### config.mk
export PLATFORM = sky130hd
export DESIGN_NAME = vram_port_arbiter
export DESIGN_NICKNAME = d
export VERILOG_FILES = /design/src/rtl/vram_port_arbiter.sv
export SDC_FILE = /design/constraint.sdc
export NUM_CORES = 1
export LEC_CHECK = 0
export BUFFER_PORTS_ARGS = -buffer_cell sky130_fd_sc_hd__buf_2
export CAP_MARGIN = 25
export CORE_UTILIZATION = 53
export CTS_CLUSTER_SIZE = 40
export DETAILED_ROUTE_END_ITERATION = 6
export HOLD_SLACK_MARGIN = 0.15
export PLACE_DENSITY_LB_ADDON = 0.12
export SLEW_MARGIN = 20
export SYNTH_ARGS = -nofsm -noshare
export SYNTH_HDL_FRONTEND = slang
export SYNTH_SLANG_ARGS = --single-unit
### constraint.sdc
create_clock -name clk -period 3.7 [get_ports clk]
set_input_delay 0.74 -clock clk [delete_from_list [all_inputs] [get_ports clk]]
set_output_delay 0.74 -clock clk [all_outputs]
set_load 0.05 [all_outputs]
### src/rtl/vram_port_arbiter.sv
// Two-requester arbiter for the CPU port of a dual-port VRAM.
// Round-robin grant, a single outstanding access, range-checked addresses.
module vram_port_arbiter #(
  parameter int unsigned WIDTH    = 32,
  parameter int unsigned ADDR_W   = 14,
  parameter int unsigned WORDS    = 1056,
  parameter int unsigned READ_LAT = 1
) (
  input  logic              clk,
  input  logic              nreset,
  input  logic              a_req,
  input  logic              a_we,
  input  logic [ADDR_W-1:0] a_addr,
  input  logic [WIDTH-1:0]  a_d,
  output logic              a_ack,
  output logic [WIDTH-1:0]  a_q,
  input  logic              b_req,
  input  logic              b_we,
  input  logic [ADDR_W-1:0] b_addr,
  input  logic [WIDTH-1:0]  b_d,
  output logic              b_ack,
  output logic [WIDTH-1:0]  b_q,
  output logic [ADDR_W-1:0] vram_addr,
  output logic [WIDTH-1:0]  vram_d,
  output logic              vram_we,
  input  logic [WIDTH-1:0]  vram_q,
  output logic              busy,
  output logic              owner
);

  localparam int unsigned CNT_W = 2;
  localparam logic [ADDR_W:0] WORDS_LIM = (ADDR_W+1)'(WORDS);

  typedef enum logic [1:0] {
    IDLE   = 2'd0,
    ACCESS = 2'd1,
    WAIT   = 2'd2,
    DONE   = 2'd3
  } state_t;

  state_t            state_q, state_d;
  logic [CNT_W-1:0]  cnt_q, cnt_d;
  logic              last_b_q, last_b_d;
  logic              owner_q, owner_d;
  logic              we_lat_q, we_lat_d;
  logic              in_range_q, in_range_d;
  logic [ADDR_W-1:0] vram_addr_q, vram_addr_d;
  logic [WIDTH-1:0]  vram_d_q, vram_d_d;
  logic              vram_we_q, vram_we_d;
  logic [WIDTH-1:0]  rdata_q, rdata_d;
  logic              a_ack_q, a_ack_d;
  logic [WIDTH-1:0]  a_q_q, a_q_d;
  logic              b_ack_q, b_ack_d;
  logic [WIDTH-1:0]  b_q_q, b_q_d;
  logic              busy_q, busy_d;

  logic              grant_b;
  logic              sel_we;
  logic [ADDR_W-1:0] sel_addr;
  logic [WIDTH-1:0]  sel_d;
  logic              fin;
  logic [WIDTH-1:0]  fin_data;

  // State and output registers; the pointer resets to B so A wins the first tie
  always_ff @(posedge clk or negedge nreset) begin
    if (!nreset) begin
      state_q     <= IDLE;
      cnt_q       <= CNT_W'(0);
      last_b_q    <= 1'b1;
      owner_q     <= 1'b0;
      we_lat_q    <= 1'b0;
      in_range_q  <= 1'b0;
      vram_addr_q <= ADDR_W'(0);
      vram_d_q    <= WIDTH'(0);
      vram_we_q   <= 1'b0;
      rdata_q     <= WIDTH'(0);
      a_ack_q     <= 1'b0;
      a_q_q       <= WIDTH'(0);
      b_ack_q     <= 1'b0;
      b_q_q       <= WIDTH'(0);
      busy_q      <= 1'b0;
    end else begin
      state_q     <= state_d;
      cnt_q       <= cnt_d;
      last_b_q    <= last_b_d;
      owner_q     <= owner_d;
      we_lat_q    <= we_lat_d;
      in_range_q  <= in_range_d;
      vram_addr_q <= vram_addr_d;
      vram_d_q    <= vram_d_d;
      vram_we_q   <= vram_we_d;
      rdata_q     <= rdata_d;
      a_ack_q     <= a_ack_d;
      a_q_q       <= a_q_d;
      b_ack_q     <= b_ack_d;
      b_q_q       <= b_q_d;
      busy_q      <= busy_d;
    end
  end

  // Next-state and registered-output computation
  always_comb begin
    state_d     = state_q;
    cnt_d       = cnt_q;
    last_b_d    = last_b_q;
    owner_d     = owner_q;
    we_lat_d    = we_lat_q;
    in_range_d  = in_range_q;
    vram_addr_d = vram_addr_q;
    vram_d_d    = vram_d_q;
    rdata_d     = rdata_q;
    a_q_d       = a_q_q;
    b_q_d       = b_q_q;
    vram_we_d   = 1'b0;
    a_ack_d     = 1'b0;
    b_ack_d     = 1'b0;
    fin         = 1'b0;
    fin_data    = rdata_q;

    grant_b  = b_req && (!a_req || !last_b_q);
    sel_we   = grant_b ? b_we   : a_we;
    sel_addr = grant_b ? b_addr : a_addr;
    sel_d    = grant_b ? b_d    : a_d;

    case (state_q)
      IDLE: begin
        if (a_req || b_req) begin
          owner_d     = grant_b;
          we_lat_d    = sel_we;
          vram_addr_d = sel_addr;
          vram_d_d    = sel_d;
          in_range_d  = ({1'b0, sel_addr} < WORDS_LIM);
          vram_we_d   = sel_we && ({1'b0, sel_addr} < WORDS_LIM);
          rdata_d     = WIDTH'(0);
          state_d     = ACCESS;
        end
      end
      ACCESS: begin
        if (we_lat_q) begin
          fin = 1'b1;
        end else begin
          cnt_d   = CNT_W'(READ_LAT);
          state_d = WAIT;
        end
      end
      WAIT: begin
        cnt_d = cnt_q - CNT_W'(1);
        if (cnt_q == CNT_W'(1)) begin
          rdata_d  = in_range_q ? vram_q : WIDTH'(0);
          fin_data = rdata_d;
          fin      = 1'b1;
        end
      end
      DONE: begin
        last_b_d = owner_q;
        state_d  = IDLE;
      end
      default: state_d = IDLE;
    endcase

    // Completion: ack and data are loaded together so both appear in DONE
    if (fin) begin
      state_d = DONE;
      if (owner_q) begin
        b_ack_d = 1'b1;
        b_q_d   = fin_data;
      end else begin
        a_ack_d = 1'b1;
        a_q_d   = fin_data;
      end
    end

    busy_d = (state_d != IDLE);
  end

  assign a_ack     = a_ack_q;
  assign a_q       = a_q_q;
  assign b_ack     = b_ack_q;
  assign b_q       = b_q_q;
  assign vram_addr = vram_addr_q;
  assign vram_d    = vram_d_q;
  assign vram_we   = vram_we_q;
  assign busy      = busy_q;
  assign owner     = owner_q;

endmodule

==> key figures <==
Timing
  – RSZ-0062 raised after global routing: false
  – Final hold viol count: 0
  – Minimum clock period: between 2 and 3 ns
  – Final Skew: about 0.0086 ns
  – Total negative slack: 0 ns
  – Max Freq: 396.0 MHz
  – Tightest Pin Transition: 1.021 ns
  – Max-slew violations: 0
  – Worst slew margin: 31.97%
  – Setup violators final: 0
  – Final period util: 68.26%

Synth
  – Simple-gate share of the synthesized area: 15.69%
  – Largest family of logic cells by synthesized area: simple AND/OR/NAND/NOR gates
  – Cells taking the most area after synthesis: dfrtp_1, o21ai_0, nand2_1, mux2i_1, and3_1
  – Syn avg cell area: 9.698 sq um
  – Post-synth EDFFs: 0
  – Post-synthesis sequential area ratio: just under 60%
  – Mapped Nets: 825
  – Post-synthesis adder-cell area fraction: 0.9349%
  – Post-synth top cells: dfrtp_1, nand2_1, o21ai_0, mux2i_1, clkbuf_1
  – Cell Area, Synth: approximately 6700 sq um
  – Main synth FF type: dfrtp_1
  – Post-synth top area cell: dfrtp_1
  – Xor and xnor area share after synthesis: 0%
  – Synth warn: 0
  – Compound-Gate Fraction of Synth Area: 14.68%
  – Post-synthesis cell count: 690
  – Number of synthesized register bits: 154
  – Asr flop ratio synth: 100.0%
  – Mux contribution to synthesized area: 7.199%
  – Most common cell in the netlist: dfrtp_1
  – Post-synth top area share: 57.22%
  – Yosys cell types: 30

Clocking
  – Setup Buffers After CTS: 0
  – CTS buffer count: 17
  – Clock slew seen by the registers of the worst setup and hold paths: 0.06 ns
  – Clock Latency Late Sink: 0.42 ns
  – Max H-tree Level: 4
  – Cts hold-fix bufs: 0
  – CTS resizes: 0
  – CTS max path bufs: 2
  – Sink Count: 154
  – Clock root buffer: clkbuf_16
  – TritonCTS clock tree: done

Setup path
  – Critical setup path kind: reg -> reg
  – Crit-path max FO: 20
  – Max incr delay on CP: 0.61 ns
  – Worst Setup Start Kind: flip-flop
  – R2R Setup Slk: 1.17 ns
  – CP max-delay cell: ha_1
  – Worst setup EP type: flip-flop
  – CP arrival: 2.81 ns
  – Critical Path RT: ~4 ns
  – CP cell instances: inv_1 > ha_1 > nand2_1 > buf_16 > a21oi_1 > o21ai_0

Detailed routing
  – DR vias/cell: 5.392
  – Vias: 5893
  – Drt drc: 0
  – DRT iter0 DRCs: about 400
  – Avg WL per Cell: 15.77 microns
  – Final WL: 17.24 mm
  – Routed Antenna Nets: 0
  – DRT Pass-1 Iters: 5

Die
  – Die area: 13080 sq um
  – CORE AREA: 12160 sq um
  – Initial Utilization: roughly 55%
  – Die W: 114.4 microns
  – I/O pin total: approximately 250
  – Chip height: 114.4 microns
  – # rows: 40

Final layout
  – Layout cell share with drive strength beyond 1: 32.07%
  – Final Util: a little under three quarters
  – Area grow syn2layout: 29.71%
  – Fill cell count: 959
  – Final Net Count: 1045

Global routing
  – Largest net degree at the start of global routing: 66
  – Total congestion overflow: 0
  – Initial antenna violation count: 1
  – Global-route wire length before repair: 27.89 mm
  – Number of global-route vias before repair: 5736
  – GRT Total Usage: 27.69%

Pwr
  – Max rail drop VDD: 0.0007795 V
  – Reg power frac: between 30% and 40%
  – Net switching power: 3.862 mW
  – Sw Share: 48.45%
  – PD cells: 918.4 nW/um^2
  – Static Leak: 4.697 nW
  – Internal cell power: 4.109 mW
  – Clock Power Share: between 20% and 30%
  – Comb pwr share: a little under half

Place
  – Port Buffers: 244
  – Detailed placer's ending HPWL: 11.87 mm
  – Routability Congestion: 0.8428

Min path
  – Worst Hold Class: in -> async

Status
  – Status: completed

Flow run
  – Maxcap violations: 0
## path summary, 6_finish.rpt
check                            from          to  depth (start not counted)
hold / removal                 nreset     a_q[28]                          1
setup reg to reg           state_q[0]     a_q[24]                          6
hold reg to reg               a_q[18]     a_q[18]                          2
min in group clk              a_q[18]     a_q[18]                          2
max in group asynchronous      nreset  rdata_q[3]                          2
setup / recovery           state_q[0]     a_q[24]                          6
## cell type report
type                       count  area [sq um]  share of cell area (%)
multi-input combinational    472          2605                   30.01
tap                          168         210.2                   2.422
antenna                        2         5.005                 0.05766
inverter                       7         26.28                  0.3027
clock inverter                11         143.9                   1.658
sequential                   154          3856                   44.43
clock buffer                  21         460.4                   5.305
timing repair buffer         258          1373                   15.81
## critical path, delay by kind of cell (launching register included)
kind,cells,cell delay (ns)
adder cells (fa/ha/maj),1,0.61
AND/OR/NAND/NOR,1,0.58
buffers and inverters,2,0.44
flip-flops,1,0.41
AO/OA/AOI/OAI,2,0.33
## per-layer routing
layer / vias up / wire [microns] / global-route usage [%] / share of wire (%)
li1: 2842 / - / - / -
met1: 2814 / 7374 / 34.84 / 43
met2: 213 / 8677 / 47.23 / 50
met3: 24 / 873 / 5.241 / 5.1
met4: 0 / 314 / 11.26 / 1.8
met5: - / 0 / 0 / 0
## metrics by stage
stage / cell area [sq um] / cells / setup WS, ns / hold WS, ns / power, mW
3_5_place_dp: 8055 / 1058 / 1.043 / 0.4648 / 6.207
4_1_cts: 8660 / 1090 / 1.168 / 0.3067 / 7.987
6_report: 8680 / 1093 / 1.174 / 0.2885 / 7.971
2_1_floorplan: 6691 / 690 / 1.690 / 0.4444 / 5.200
3_3_place_gp: 8028 / 1057 / 1.074 / 0.4546 / 6.096
5_1_grt: 8677 / 1092 / 0.9809 / 0.3382 / 8.378
## sequential cells by signal, summed over array words and instances, names as in the netlist, 2 cells and up
| name | flops |
|---|---|
| a_q | 32 |
| b_q | 32 |
| rdata_q | 32 |
| vram_d | 32 |
| vram_addr | 14 |
| cnt_q | 2 |
| state_q | 2 |
## placed cells by master (no fill, tap or decap), types with 4 or more instances in the layout
cell        count
dfrtp_1       152
o21ai_1         5
and3_1         32
mux2i_1        47
buf_2         243
nand4_1        32
ha_1            5
inv_1           7
o21ai_0       141
clkinvlp_4      4
a21oi_1        33
buf_4          11
nand2_1       151
clkbuf_16      17
## power by group through the flow
stage	Sequential (mW)	Combinational, mW	Clock, mW
after global placement	2.54	3.56	0
after global routing	2.61	3.91	1.86
after floorplan	4.08	1.12	0
final	2.54	3.66	1.76
after CTS	2.54	3.66	1.79
after detailed placement	2.56	3.65	0
## cells by family (layout without fill, tap and decap cells)
kind of cell               after synthesis  after routing
and+or+nand+nor                        229            229
AOI/OAI and AO/OA                      190            190
DFF                                    154            154
buffers and inverters                   64            297
muxes                                   48             48
adders and majority gates                5              5
other                                    0              2
(Power assumes the default switching activity.)
